==> config.mk <==
export PLATFORM = sky130hd
export DESIGN_NAME = alu_exec_stage
export DESIGN_NICKNAME = d
export VERILOG_FILES = /design/src/rtl/alu_exec_stage.sv
export SDC_FILE = /design/constraint.sdc
export NUM_CORES = 1
export LEC_CHECK = 0
export CELL_PAD_IN_SITES_DETAIL_PLACEMENT = 0
export CELL_PAD_IN_SITES_GLOBAL_PLACEMENT = 2
export CORE_MARGIN = 1.5
export CORE_UTILIZATION = 28
export CTS_CLUSTER_DIAMETER = 100
export DETAILED_ROUTE_END_ITERATION = 10
export GPL_ROUTABILITY_DRIVEN = 0
export GPL_TIMING_DRIVEN = 1
export PLACE_DENSITY_LB_ADDON = 0.2
export SLEW_MARGIN = 40
export SYNTH_ARGS = -nofsm -noshare
export SYNTH_HDL_FRONTEND = slang
export SYNTH_SLANG_ARGS = --single-unit
==> constraint.sdc <==
create_clock -name clk -period 2.46 [get_ports clk]
set_input_delay 0.246 -clock clk [delete_from_list [all_inputs] [get_ports clk]]
set_output_delay 0.246 -clock clk [all_outputs]
set_load 0.1 [all_outputs]
==> src/rtl/alu_exec_stage.sv <==
// Registered LEGv8 execute-stage ALU with valid/ready handshakes on both sides.
// Optional iterative shift-add multiplier for opcode 1000 is enabled by defining ALU_EXEC_MUL_EN.
module alu_exec_stage #(
  parameter int N = 64
) (
  input  logic         clk,
  input  logic         reset,
  input  logic         in_valid,
  output logic         in_ready,
  input  logic [3:0]   alucontrol,
  input  logic [N-1:0] srca,
  input  logic [N-1:0] srcb,
  output logic         out_valid,
  input  logic         out_ready,
  output logic [N-1:0] result,
  output logic         zero
);

  localparam logic [3:0] OP_AND  = 4'b0000;
  localparam logic [3:0] OP_OR   = 4'b0001;
  localparam logic [3:0] OP_ADD  = 4'b0010;
  localparam logic [3:0] OP_SUB  = 4'b0110;
  localparam logic [3:0] OP_PASS = 4'b0111;

`ifdef ALU_EXEC_MUL_EN
  localparam logic [3:0] OP_MUL  = 4'b1000;
  localparam int         CNT_W   = (N > 1) ? $clog2(N) : 1;

  typedef enum logic [1:0] {S_IDLE, S_MUL, S_HOLD} state_t;
`else
  typedef enum logic {S_IDLE, S_HOLD} state_t;
`endif

  state_t       state_q, state_d;
  logic [N-1:0] result_q, result_d;
  logic         zero_q, zero_d;
  logic         accept;
  logic [N-1:0] single_res;

`ifdef ALU_EXEC_MUL_EN
  logic [N-1:0]     mcand_q, mcand_d;
  logic [N-1:0]     mplier_q, mplier_d;
  logic [N-1:0]     acc_q, acc_d;
  logic [CNT_W-1:0] cnt_q, cnt_d;
  logic [N-1:0]     acc_step;
`endif

  function automatic logic [N-1:0] alu_single(input logic [3:0]   op,
                                                input logic [N-1:0] a,
                                                input logic [N-1:0] b);
    logic [N-1:0] r;
    case (op)
      OP_AND:  r = a & b;
      OP_OR:   r = a | b;
      OP_ADD:  r = a + b;
      OP_SUB:  r = a - b;
      OP_PASS: r = b;
      default: r = '0;
    endcase
    return r;
  endfunction

  // in_ready depends only on state and out_ready, never on in_valid
  always_comb begin
`ifdef ALU_EXEC_MUL_EN
    in_ready = (state_q == S_IDLE) | ((state_q == S_HOLD) & out_ready);
`else
    in_ready = (state_q == S_IDLE) | out_ready;
`endif
    accept     = in_valid & in_ready;
    single_res = alu_single(alucontrol, srca, srcb);
  end

  always_comb begin
    state_d  = state_q;
    result_d = result_q;
    zero_d   = zero_q;
`ifdef ALU_EXEC_MUL_EN
    mcand_d  = mcand_q;
    mplier_d = mplier_q;
    acc_d    = acc_q;
    cnt_d    = cnt_q;
    acc_step = acc_q + (mplier_q[0] ? mcand_q : '0);
`endif
    case (state_q)
      S_IDLE, S_HOLD: begin
        if (accept) begin
`ifdef ALU_EXEC_MUL_EN
          if (alucontrol == OP_MUL) begin
            mcand_d  = srca;
            mplier_d = srcb;
            acc_d    = '0;
            cnt_d    = '0;
            state_d  = S_MUL;
          end else begin
            result_d = single_res;
            zero_d   = (single_res == '0);
            state_d  = S_HOLD;
          end
`else
          result_d = single_res;
          zero_d   = (single_res == '0);
          state_d  = S_HOLD;
`endif
        end else if ((state_q == S_HOLD) && out_ready) begin
          state_d = S_IDLE;
        end
      end
`ifdef ALU_EXEC_MUL_EN
      // One shift-add step per edge; the last step lands directly in result
      S_MUL: begin
        acc_d    = acc_step;
        mcand_d  = mcand_q << 1;
        mplier_d = mplier_q >> 1;
        cnt_d    = cnt_q + 1'b1;
        if (cnt_q == CNT_W'(N - 1)) begin
          result_d = acc_step;
          zero_d   = (acc_step == '0);
          state_d  = S_HOLD;
        end
      end
`endif
      default: state_d = S_IDLE;
    endcase
  end

  always_ff @(posedge clk or posedge reset) begin
    if (reset) begin
      state_q  <= S_IDLE;
      result_q <= '0;
      zero_q   <= 1'b0;
`ifdef ALU_EXEC_MUL_EN
      mcand_q  <= '0;
      mplier_q <= '0;
      acc_q    <= '0;
      cnt_q    <= '0;
`endif
    end else begin
      state_q  <= state_d;
      result_q <= result_d;
      zero_q   <= zero_d;
`ifdef ALU_EXEC_MUL_EN
      mcand_q  <= mcand_d;
      mplier_q <= mplier_d;
      acc_q    <= acc_d;
      cnt_q    <= cnt_d;
`endif
    end
  end

  assign out_valid = (state_q == S_HOLD);
  assign result    = result_q;
  assign zero      = zero_q;

endmodule

== Yosys cells after proc, flatten, opt, wreduce, memory -nomap -nowiden ==
Index checks and enable logic that the tools add are counted.
Operators by class
  $add $sub $neg: 2
  equal/unequal tests: 4
  multiplexer cells: 3
  bitwise gates (word level): 5
  reductions and logical operators: 4
Operators with widths (count)
  one-hot mux 64 bit (5 select lines): 1
  adder 64 bit: 1
  bitwise AND 64 bit: 1
  logical NOT 64 bit: 1
  OR 64 bit: 1
  subtractor 64 bit: 1
  equality test 4 x 3 -> 1 bit (second input constant): 2
  equality test 4 x 1 -> 1 bit (second input constant): 1
  equality test 4 x 2 -> 1 bit (second input constant): 1
  logical NOT 4 bit: 1
  2-to-1 mux 1 bit: 2
  nonzero test 2 bit: 1
  bitwise AND 1 bit: 1
  logical AND 1 bit: 1
  inverter 1 bit: 1
  OR 1 bit: 1
Storage, ports and cells
  register bits: 66
  input bits: 136
  output and inout port bits: 67
  logic and storage cells: 21

== Depth between registers and ports, before layout ==
Gate-level depths: netlist of run 1.
  word-level depth: 4
  gate-level depth with buffers: 27
  gate-level depth less buffers: 26

== Worst setup path before layout of run 1 ==
Ideal clock, no wire load.
  path type: input port to flip-flop
  from: input port alucontrol[1]
  to: register zero_q (netlist: zero)
  setup time: 0.103 ns
  arrival: 5.476 ns
  data required time: 2.357 ns
  setup slack: -3.119 ns
  stages: 23
  path buffers: 6
  path through: clkbuf_1 > nor3b_1 > clkbuf_8 > clkbuf_1 > clkbuf_8 > clkbuf_8 > nand2_1 > clkbuf_1 > nand2_1 > o21ai_0 > fa_1 > and2b_4 > o31ai_2 > a211oi_2 > o2111a_2 > o21ai_4 > a2111oi_4 > nor3_1 > or4b_1 > a211o_1 > nor4_2 > nand4_1 > o41ai_2
Between the ends
  longest elaborated chain between the ends: 3
  elaborated cells between the ends (all ways): 7
  those cells by class: 4 x eq/ne; 1 x mux; 2 x reduce/logical
RTL lines
  start: declaration: RTL line 10  | input logic [3:0] alucontrol,
  equality test 4 x 3 -> 1 bit, or another cell as far along: RTL line 52  | case (op)
  one-hot mux 64 bit (5 select lines) (*): RTL line 52
  logical NOT 64 bit (*): RTL line 102  | zero_d = (single_res == '0);
  end signal: assignment: RTL line 141  | zero_q <= zero_d;
  end: declaration: RTL line 36  | logic zero_q, zero_d;
Every way passes the cells marked *; elsewhere a longest branch is shown, timed or not.
A chain may end at the register's enable or synchronous reset.

== Worst setup path in the final report of run 1 ==
  from: input port srcb[9]
  to: register zero_q (netlist: zero)
Between the ends
  longest elaborated chain between the ends: 3
  elaborated cells between the ends (all ways): 6
  those cells by class: 2 x add/sub; 1 x mux; 2 x bitwise; 1 x reduce/logical
RTL lines
  start: declaration: RTL line 12  | input logic [N-1:0] srcb,
  subtractor 64 bit, or another cell as far along: RTL line 56  | OP_SUB: r = a - b;
  one-hot mux 64 bit (5 select lines) (*): RTL line 52
  logical NOT 64 bit (*): RTL line 102
Marked as above.

==> results of run 1 <==
registers in the layout, indices dropped and copies added, names as in the netlist:
signal	cells
zero	1
result	64
out_valid	1
power breakdown:
part           leakage (uW)  internal, uW  switching, uW  total [uW]
Clock              0.000141           771            612        1380
Sequential         0.000876          1220           82.9        1300
Combinational       0.00776          2590           3400        5990
through the flow:
step	power [uW]	area (um^2)
after floorplan	4190	11100
after global placement	6330	16900
after detailed placement	6350	16900
after CTS	8280	18900
after global routing	9090	20000
final	8670	20000
routing by layer:
metal  part of all wire  vias up  track usage
met5            0.00022        -            0
li1                   -     6781            -
met2               0.48      435        0.466
met1               0.43     6797        0.347
met4              0.042        2        0.113
met3              0.049      108       0.0330
worst max-delay path by stage:
stage                   from   end  slack (ns)  depth (start not counted)
floorplan           srcb[11]  zero       -2.65                         21
global placement    srcb[11]  zero       -3.69                         25
detailed placement  srcb[11]  zero       -3.74                         22
CTS                  srcb[9]  zero       -2.76                         25
global route         srcb[9]  zero       -2.89                         27
finish               srcb[9]  zero       -2.73                         23
cells in the mapped netlist (9+ instances only):
master	number	share of area
xnor2_1	37	0.031
inv_1	25	0.0090
nor3_1	31	0.015
buf_2	9	0.0043
ha_1	66	0.079
clkbuf_8	11	0.015
nand4_1	38	0.023
a211o_1	9	0.0076
nand2b_1	10	0.0060
a22oi_1	56	0.040
buf_1	11	0.0040
a31oi_1	19	0.011
o21a_1	22	0.016
dfrtp_1	66	0.16
a21o_1	30	0.022
o21ai_0	104	0.050
o31ai_1	15	0.011
a21oi_1	109	0.052
xor2_1	49	0.041
maj3_1	63	0.060
nand2_1	131	0.047
nand3_1	32	0.015
nor4_1	16	0.0096
clkbuf_1	57	0.020
mux2_2	21	0.023
or3_1	18	0.011
nor2_1	113	0.041
and3_1	13	0.0078
a211oi_1	17	0.012
cell families after synthesis:
group           count (synthesis)
compound gates                494
xor+xnor                       87
fa+ha+maj                     130
buf+inv                       124
flops                          66
mux                            24
simple gates                  462
timing repair:
item | CTS | global route
pin swaps | 145 | 125
gates cloned | 1 | 0
resized for setup | 317 | 196
endpoints found under the hold margin | 0 | 0
setup endpoints to repair | 63 | 60
buffers inserted | 81 | 43
area by class of cell:
type / count / area share
flip-flops and latches: 66 / 0.0825
well taps: 468 / 0.0292
repair buffers: 841 / 0.352
inverters: 27 / 0.00519
multi-input cells: 1198 / 0.517
clock inverters: 4 / 0.00162
clock buffers: 12 / 0.0133
worst register-to-register path, delay by kind of cell, from the launching register on:
family / cells / cell delay, ns
flops: 1 / 0.41
compound gates: 3 / 0.87
buf+inv: 1 / 0.18
simple gates: 9 / 1.88
placed cells by master, fill, tap and decap left out, types with 15 or more instances in the layout:
cell	n
a21o_1	30
a21oi_1	49
a21oi_2	45
a21oi_4	16
a22oi_1	56
buf_4	612
buf_6	91
clkdlybuf4s50_1	116
dfrtp_1	65
ha_1	48
inv_1	19
maj3_1	63
nand2_1	104
nand2_4	15
nand3_1	28
nand4_1	38
nor2_1	93
o21a_1	20
o21ai_0	32
o21ai_1	47
o21ai_2	25
xnor2_1	29
xor2_1	40
==> metrics.md, run 1 <==
| Metric | Value |
|---|---|
| DRT Wirelength | `54.0 mm` |
| WL/cell | `20.7 um` |
| Syn Nets | `~1600` |
| Fill cells | `3446` |
| Complex-gate fraction of the synthesized area | `0.319` |
| Worst r2r src | `out_valid` |
| Clock sinks | `66` |
| Detailed Place HPWL | `42.3 mm` |
| Main synth FF type | `dfrtp_1` |
| Dpl ws | `-3.74 ns` |
| Worst Path Buf+Inv | `4` |
| FF+latch count, synth | `66` |
| Critical path arrival | `between 5 and 6 ns` |
| Root buffer cell | `clkbuf_16` |
| Final Non-Filler Cells | `2616` |
| Fin crit period | `5.19 ns` |
| Main combinational cell family by area after synthesis | `compound AO/OA/AOI/OAI gates` |
| Final Setup Violations | `59` |
| Post-synthesis mux area share | `0.0255` |
| Failing checks | `negative setup slack` |
| Setup ws final | `-2.73 ns` |
| Total GRT Usage | `0.273` |
| CP delay by family, top | `simple AND/OR/NAND/NOR gates` |
| Avg Cell Area, Syn | `7.53 um^2` |
| First-pass GRT wire length | `80.9 mm` |
| Mapped Cells | `1387` |
| Antenna violations before repair | `1` |
| Final Net Count | `2346` |
| Die area | `38400 um^2` |
| Inserted Diodes | `0` |
| Reg-to-Reg End | `zero` |
| Vias per cell | `5.40` |
| Skew-Pair Late Insertion Delay | `0.38 ns` |
| Drt first pass iters | `5` |
| Max-cap violations | `0` |
| Adder-Cell Fraction of Synth Area | `0.141` |
| Total number of vias | `14100` |
| FF/Latch Area | `about 1700 um^2` |
| Cts hold-fix bufs | `0` |
| Worst EP required | `2.72 ns` |
| Port bufs | `202` |
| P&R area growth vs syn | `91.9%` |
| Total negative slack | `-93.65 ns` |
| Slowest cell on the critical path | `or4_4` |
| CTS tree | `built` |
| Multi-input logic area | `10300 um^2` |
| Core area | `36700 um^2` |
| Critical path, cell by cell | `buf_6 -> or4_4 -> or3_4 -> or4_4 -> nor2_4 -> buf_6 -> buf_6 -> a21oi_2 -> xnor2_1 -> ha_1 -> a21oi_2 -> o21ai_2 -> a311oi_2 -> o22ai_2 -> o21ai_4 -> a2111oi_4 -> buf_4 -> o21ai_1 -> or4b_4 -> a211o_1 -> nor4_2 -> nand4_1 -> o41ai_2` |
| Reg2reg setup slack | `-0.98 ns` |
| DRT antenna net count | `0` |
| 1st-iter DRT viols | `872` |
| CTS Buf Count | `9` |
| PD cells | `433 nW/um^2` |
| Ys async rst share | `1.00` |
| Number of synthesis warnings | `0` |
| Synth Cell Area | `10400 um^2` |
| Relative slew slack | `0.503` |
| R2R depth | `13` |
| Core Rows | `70` |
| Pleak | `0.00878 uW` |
| Fin crit share | `2.11` |
| Crit start category | `input port` |
| Endpoint class of the critical path | `register` |
| Post-synth EDFFs | `0` |
| Worst setup path class | `in -> reg` |
| # IOs | `203` |
| Worst vdd ir | `about 0.00038 V` |
| RSZ-0062 raised after global routing | `true` |
| Worst Skew | `0.0138 ns` |
| Slowest stage delay, CP | `0.53 ns` |
| Synth Area in Simple Gates | `0.221` |
| Status | `complete, but fails checks` |
| Crit path top cell by count | `buf_6` |
| Vias in the first global route | `around 14000` |
| Clock tree buffer depth | `2` |
| Hold crit path type | `in -> async` |
| Largest net degree at the start of global routing | `68` |
| Die Y | `196 um` |
| Fin. max-slew vios | `0` |
| Hold Vio Cnt, Final | `0` |
| Final hold slack | `0.293 ns` |
| Pin slew with the least headroom to its limit | `0.743 ns` |
| Die width | `between 150 and 200 um` |
| CTS H-Tree Depth | `3` |
| Placed instance count | `roughly 2500` |
| Clock transition at path regs | `around 0.080 ns` |
| Final core utilization | `0.546` |
| Crit-path max FO | `4` |
| Post-Synth XOR/XNOR Area | `0.0737` |
| Fmax | `193 MHz` |
| Residual DRC | `0` |
| Layout cells sized above 1 | `0.511` |
| Starting density of the core | `0.284` |
| Unique masters post-synth | `103` |
| Total gr overflow | `0` |
| Post-synthesis sequential area ratio | `0.158` |
Power figures use the tool's default switching activity.
==> run 2: changes to the inputs <==
- CTS_CLUSTER_DIAMETER: 100 -> unset
==> results of run 2 <==
Final layout, timing and power as in run 1 (identical DEF).
